--- src/rtl/multicycle_control.sv ---
// Multi-cycle control FSM: fetch/decode/execute/memory/writeback sequencing with
// memory handshakes, data-access timeout, HALT, sticky error flags and a retire counter.
module multicycle_control #(
  parameter int                    OPCODE_W  = 6,
  parameter logic [OPCODE_W-1:0]   HALT_OP   = OPCODE_W'(6'b111111),
  parameter int                    TIMEOUT_W = 4,
  parameter int                    CNT_W     = 16
) (
  input  logic                clk,
  input  logic                rst,
  input  logic [OPCODE_W-1:0] opcode,
  input  logic                imem_ready,
  input  logic                dmem_ready,
  output logic [2:0]          state,
  output logic                imem_rd,
  output logic                ir_write,
  output logic                pc_write,
  output logic                alu_src,
  output logic [2:0]          alu_op,
  output logic [1:0]          branch,
  output logic                mem_read,
  output logic                mem_write,
  output logic [1:0]          mem_to_reg,
  output logic [1:0]          reg_write,
  output logic                illegal,
  output logic                mem_timeout,
  output logic                halted,
  output logic [CNT_W-1:0]    retired
);

  typedef enum logic [2:0] {
    S_RST = 3'd0, S_FETCH = 3'd1, S_DECODE = 3'd2, S_EXEC = 3'd3,
    S_MEM = 3'd4, S_WB = 3'd5, S_HALT = 3'd6
  } state_t;

  typedef enum logic [2:0] {
    K_ALU, K_BRANCH, K_LOAD, K_STORE, K_CALL, K_ILLEGAL
  } kind_t;

  typedef struct packed {
    logic       alu_src;
    logic [2:0] alu_op;
    logic [1:0] branch;
    logic [1:0] mem_to_reg;
    logic [1:0] reg_write;
  } fields_t;

  // Last wait count before the counter reaches all-ones; abandoning here gives
  // exactly 2^TIMEOUT_W-1 wait cycles.
  localparam logic [TIMEOUT_W-1:0] WAIT_LAST = {{(TIMEOUT_W-1){1'b1}}, 1'b0};

  function automatic kind_t classify(input logic [OPCODE_W-1:0] op);
    case (op)
      OPCODE_W'(0), OPCODE_W'(1), OPCODE_W'(2),
      OPCODE_W'(7), OPCODE_W'(8): classify = K_ALU;
      OPCODE_W'(3), OPCODE_W'(4): classify = K_BRANCH;
      OPCODE_W'(5):               classify = K_LOAD;
      OPCODE_W'(6):               classify = K_STORE;
      OPCODE_W'(9):               classify = K_CALL;
      default:                    classify = K_ILLEGAL;
    endcase
  endfunction

  function automatic fields_t fields(input logic [OPCODE_W-1:0] op);
    case (op)
      OPCODE_W'(0): fields = '{1'b1, 3'b001, 2'b00, 2'b00, 2'b10};
      OPCODE_W'(1): fields = '{1'b1, 3'b010, 2'b00, 2'b00, 2'b10};
      OPCODE_W'(2): fields = '{1'b1, 3'b011, 2'b00, 2'b00, 2'b10};
      OPCODE_W'(3): fields = '{1'b1, 3'b000, 2'b01, 2'b00, 2'b00};
      OPCODE_W'(4): fields = '{1'b1, 3'b000, 2'b10, 2'b00, 2'b00};
      OPCODE_W'(5): fields = '{1'b0, 3'b100, 2'b00, 2'b01, 2'b10};
      OPCODE_W'(6): fields = '{1'b0, 3'b101, 2'b00, 2'b00, 2'b00};
      OPCODE_W'(7): fields = '{1'b0, 3'b110, 2'b00, 2'b00, 2'b10};
      OPCODE_W'(8): fields = '{1'b0, 3'b111, 2'b00, 2'b00, 2'b01};
      OPCODE_W'(9): fields = '{1'b1, 3'b000, 2'b11, 2'b10, 2'b01};
      default:      fields = '0;
    endcase
  endfunction

  state_t                state_q;
  logic [OPCODE_W-1:0]   op_q;
  logic [TIMEOUT_W-1:0]  wait_cnt;
  kind_t                 kind_in, kind_q;
  fields_t               f_q;

  assign kind_in = classify(opcode);
  assign kind_q  = classify(op_q);
  assign f_q     = fields(op_q);

  // NOTE: sequential state uses non-blocking assignments so every register
  // samples pre-edge values regardless of statement order.
  always_ff @(posedge clk or posedge rst) begin
    if (rst) begin
      state_q     <= S_RST;
      op_q        <= '0;
      wait_cnt    <= '0;
      retired     <= '0;
      illegal     <= 1'b0;
      mem_timeout <= 1'b0;
    end else begin
      case (state_q)
        S_RST:   state_q <= S_FETCH;
        S_FETCH: if (imem_ready) state_q <= S_DECODE;
        S_DECODE: begin
          op_q <= opcode;
          if (opcode == HALT_OP) begin
            state_q <= S_HALT;
          end else if (kind_in == K_ILLEGAL) begin
            illegal <= 1'b1;
            state_q <= S_FETCH;
          end else begin
            state_q <= S_EXEC;
          end
        end
        S_EXEC: begin
          case (kind_q)
            K_BRANCH: begin
              state_q <= S_FETCH;
              retired <= retired + 1'b1;
            end
            K_LOAD, K_STORE: begin
              state_q  <= S_MEM;
              wait_cnt <= '0;
            end
            default: state_q <= S_WB;
          endcase
        end
        S_MEM: begin
          if (dmem_ready) begin
            if (kind_q == K_LOAD) begin
              state_q <= S_WB;
            end else begin
              state_q <= S_FETCH;
              retired <= retired + 1'b1;
            end
          end else begin
            wait_cnt <= wait_cnt + 1'b1;
            if (wait_cnt == WAIT_LAST) begin
              mem_timeout <= 1'b1;
              state_q     <= S_FETCH;
            end
          end
        end
        S_WB: begin
          state_q <= S_FETCH;
          retired <= retired + 1'b1;
        end
        S_HALT:  state_q <= S_HALT;
        default: state_q <= S_RST;
      endcase
    end
  end

  // NOTE: every output gets a default before the case so no latch is inferred.
  always_comb begin
    imem_rd    = 1'b0;
    ir_write   = 1'b0;
    pc_write   = 1'b0;
    alu_src    = 1'b0;
    alu_op     = 3'b000;
    branch     = 2'b00;
    mem_read   = 1'b0;
    mem_write  = 1'b0;
    mem_to_reg = 2'b00;
    reg_write  = 2'b00;
    case (state_q)
      S_FETCH: begin
        imem_rd  = 1'b1;
        ir_write = imem_ready;
        pc_write = imem_ready;
      end
      S_EXEC: begin
        alu_src = f_q.alu_src;
        alu_op  = f_q.alu_op;
        if (kind_q == K_BRANCH || kind_q == K_CALL) branch = f_q.branch;
      end
      S_MEM: begin
        alu_src   = f_q.alu_src;
        alu_op    = f_q.alu_op;
        mem_read  = (kind_q == K_LOAD);
        mem_write = (kind_q == K_STORE);
      end
      S_WB: begin
        mem_to_reg = f_q.mem_to_reg;
        reg_write  = f_q.reg_write;
      end
      default: ;
    endcase
  end

  assign state  = state_q;
  assign halted = (state_q == S_HALT);

endmodule

--- config.mk ---
export PLATFORM = sky130hd
export DESIGN_NAME = multicycle_control
export DESIGN_NICKNAME = d
export VERILOG_FILES = /design/src/rtl/multicycle_control.sv
export SDC_FILE = /design/constraint.sdc
export NUM_CORES = 1
export LEC_CHECK = 0
export BUFFER_PORTS_ARGS = -buffer_cell sky130_fd_sc_hd__buf_2
export CAP_MARGIN = 20
export CORE_AREA = 2 2 63 65
export CTS_BUF_LIST = sky130_fd_sc_hd__clkbuf_16
export DETAILED_ROUTE_END_ITERATION = 16
export DIE_AREA = 0 0 65 67
export HOLD_SLACK_MARGIN = 0.12
export PLACE_DENSITY = 0.87
export SLEW_MARGIN = 10
export SYNTH_ARGS = -nofsm -noshare
export SYNTH_HDL_FRONTEND = slang
export SYNTH_SLANG_ARGS = --single-unit
--- constraint.sdc ---
create_clock -name clk -period 3.2 [get_ports clk]
set_input_delay 0.64 -clock clk [delete_from_list [all_inputs] [get_ports clk]]
set_output_delay 0.64 -clock clk [all_outputs]
set_load 0.005 [all_outputs]
==> results.yml <==
sta:
  rsz0062_at_grt: "no"
  fin_crit_sh_pct: 90.9
  whs_ps: 436
  finalSetupViolations: 0
  fin_ws_ps: 291
  slew_headroom_pct: 51.5
  tightest_slew_ps: 728
  fmax_ghz: 0.344
  hold_viol_final: 0
  skew_ps: 3.30
  finalSetupTns_ps: 0
  fin_crit_ps: 2910
  maxSlewViolCount: 0
grt:
  antenna_found_initial: 0
  grt_pass1_wl_mm: 6.92
  grt_util_all_layers_pct: 21.3
  grt_overflow: 0
  grt_pass1_vias: 1521
  grt_max_degree: 32
floorplanning:
  ios: 47
  die_area_um2: 4360
  die_w_um: 65
  floorplan.initialDensity_pct: 54.6
  fp-row-count: 22
  fp.coreArea_um2: 3610
  die_h_um: 67
clock_tree:
  cts-htree-levels: 2
  clkLatencyLatePin_ps: 270
  cts_tree: "yes"
  clock-sinks: 31
  clkTransAtPathRegs_ps: 50
  cts_hold_buf: 0
  clock-root-buffer: "clkbuf_16"
  cts_resized: 0
  post_cts_buffers: 0
  clk_path_buf_depth: 2
  cts_made_buffers: 5
power:
  leakage_nw: 1.22
  power_density_nw_per_um2: 830
  ir_drop_v: 0.000444
route:
  wl_met2_mm: 2.06
  dr.pass1.iters: 4
  wirelength_mm: 4.21
  top_layer_used: "met4"
  avgViaCountPerCell: 5.51
  ant_nets: 0
  vias: 1696
  drc: 0
  route.layer.met1.wl_mm: 1.78
  wl_met3_um: 254
  drt_iter0_markers: 112
  wl_per_cell_um: 13.7
critical_path:
  r2r_slack_ps: 780
  cp-start-kind: "flop"
  crit_path_max_fanout: 7
  end_kind: "primary output"
  crit_type: "flop to primary output"
  cp.required_ps: 2560
  worstPathArrival_ps: 2270
placement:
  numPortBuffers: 46
  place_ws_ps: 586
  gp_congestion: 0.838
  dp_hpwl_mm: 3.22
layout:
  area_delta_synth_final_pct: 19.4
  fill_cells: 299
  antenna_cells: 0
  nets: 280
  drive_gt1_share_pct: 25.8
synth:
  syn-cell-area_um2: 1970
  netlist_instances: 214
  synth_top_cell_area_share_pct: 39.4
  yosys.area_share.simple_pct: 25.9
  synth_top_family_by_area: "simple AND/OR/NAND/NOR gates"
  synth_ff_type: "dfrtp_1"
  synth.distinct_cells: 42
  postSynthAreaPerCell_um2: 9.21
  yosysWarnings: 0
  synth_nets: 235
  ys_top_cells_by_area: "dfrtp_1, xor2_1, ha_1"
  ys_ff_latch: 31
  async_flop_share_pct: 100
  synth_compound_area_share_pct: 11.2
  synth_edf_count: 0
  synthMuxAreaShare_pct: 3.05
  synthXorXnorAreaFrac_pct: 8.44
  synth_fa_ha_area_share_pct: 6.98
  synth_most_common_cell: "dfrtp_1"
  yosysTopAreaCell: "dfrtp_1"
  yosysSeqAreaShare_pct: 39.4
  netlist_top_cells_count: "dfrtp_1, nor2_1, nand2_1, xor2_1, inv_1"
min_path:
  holdCritPathClass: "primary input to asynchronous set/reset pin"
status:
  outcome: "finished, final reports clean"
job:
  drv_cap: 0
-- layout make-up --
type	count	area, µm²	share of cell area, %
well taps	48	60.1	2.55
clock inverters	3	12.5	0.532
clock buffers	5	125	5.32
inverters	12	45.0	1.91
flip-flops and latches	31	776	33.0
repair buffers	47	238	10.1
multi-input cells	162	1100	46.6
-- through the flow --
| stage | total power (W) | cells | util, % | area (µm²) |
|---|---|---|---|---|
| after floorplan | 0.00131 | 214 | - | 1970 |
| after global placement | 0.00148 | 300 | 61.4 | 2210 |
| after detailed placement | 0.00151 | 300 | 61.4 | 2210 |
| after CTS | 0.00196 | 308 | 65.2 | 2350 |
| after global routing | 0.00211 | 308 | 65.2 | 2350 |
| final | 0.00195 | 308 | 65.2 | 2350 |
-- registers in the layout, indices dropped and copies added, names as in the netlist --
register and cells:
op_q 6, state 3, illegal 1, retired 16, mem_timeout 1, wait_cnt 4
-- where the power goes --
| part | internal [W] | switching (W) |
|---|---|---|
| Sequential | 0.000500 | 0.000194 |
| Combinational | 0.000361 | 0.000461 |
| Clock | 0.000280 | 0.000156 |
-- worst max-delay path: stages (launching register included) --
cell and delay [ps]:
dfrtp_1 460, inv_1 140, ha_1 330, o32a_1 380, o22ai_1 180, nand3_1 120
a211oi_1 240, buf_2 150
-- cell families after synthesis --
family          after synthesis
xor+xnor                     19
compound gates               31
simple gates                 96
buf+inv                      21
mux                           5
fa+ha+maj                    11
flops                        31
-- final timing paths --
kind                                   from          end  cells after the start
worst max register to register      op_q[1]   retired[1]                      6
worst max-delay path                op_q[1]    branch[0]                      7
max in group asynchronous               rst  wait_cnt[1]                      3
min in group clk                retired[15]  retired[15]                      1
worst min-delay path                    rst      illegal                      3
worst min register to register  retired[15]  retired[15]                      1
-- layer usage --
metal  global-route usage (%)  up-vias
li1                         -      831
met1                     26.1      804
met2                     35.4       51
met3                     5.74       10
met4                     8.51        0
met5                        0        -
-- placed cells by master, fill, tap and decap left out, types with 3 or more instances in the layout --
| cell type | count |
|---|---|
| nor4_1 | 4 |
| nor2_1 | 28 |
| clkbuf_16 | 5 |
| nor3_1 | 9 |
| ha_1 | 11 |
| buf_2 | 46 |
| o21ai_0 | 6 |
| nand4_1 | 4 |
| a31oi_1 | 3 |
| nor2b_1 | 6 |
| and2_1 | 3 |
| mux2_2 | 4 |
| nand3_1 | 9 |
| nand2_1 | 18 |
| dfrtp_1 | 31 |
| a21oi_1 | 7 |
| inv_1 | 14 |
| xor2_1 | 18 |
| a211oi_1 | 4 |
No activity file was read; power rests on OpenSTA's default activity.
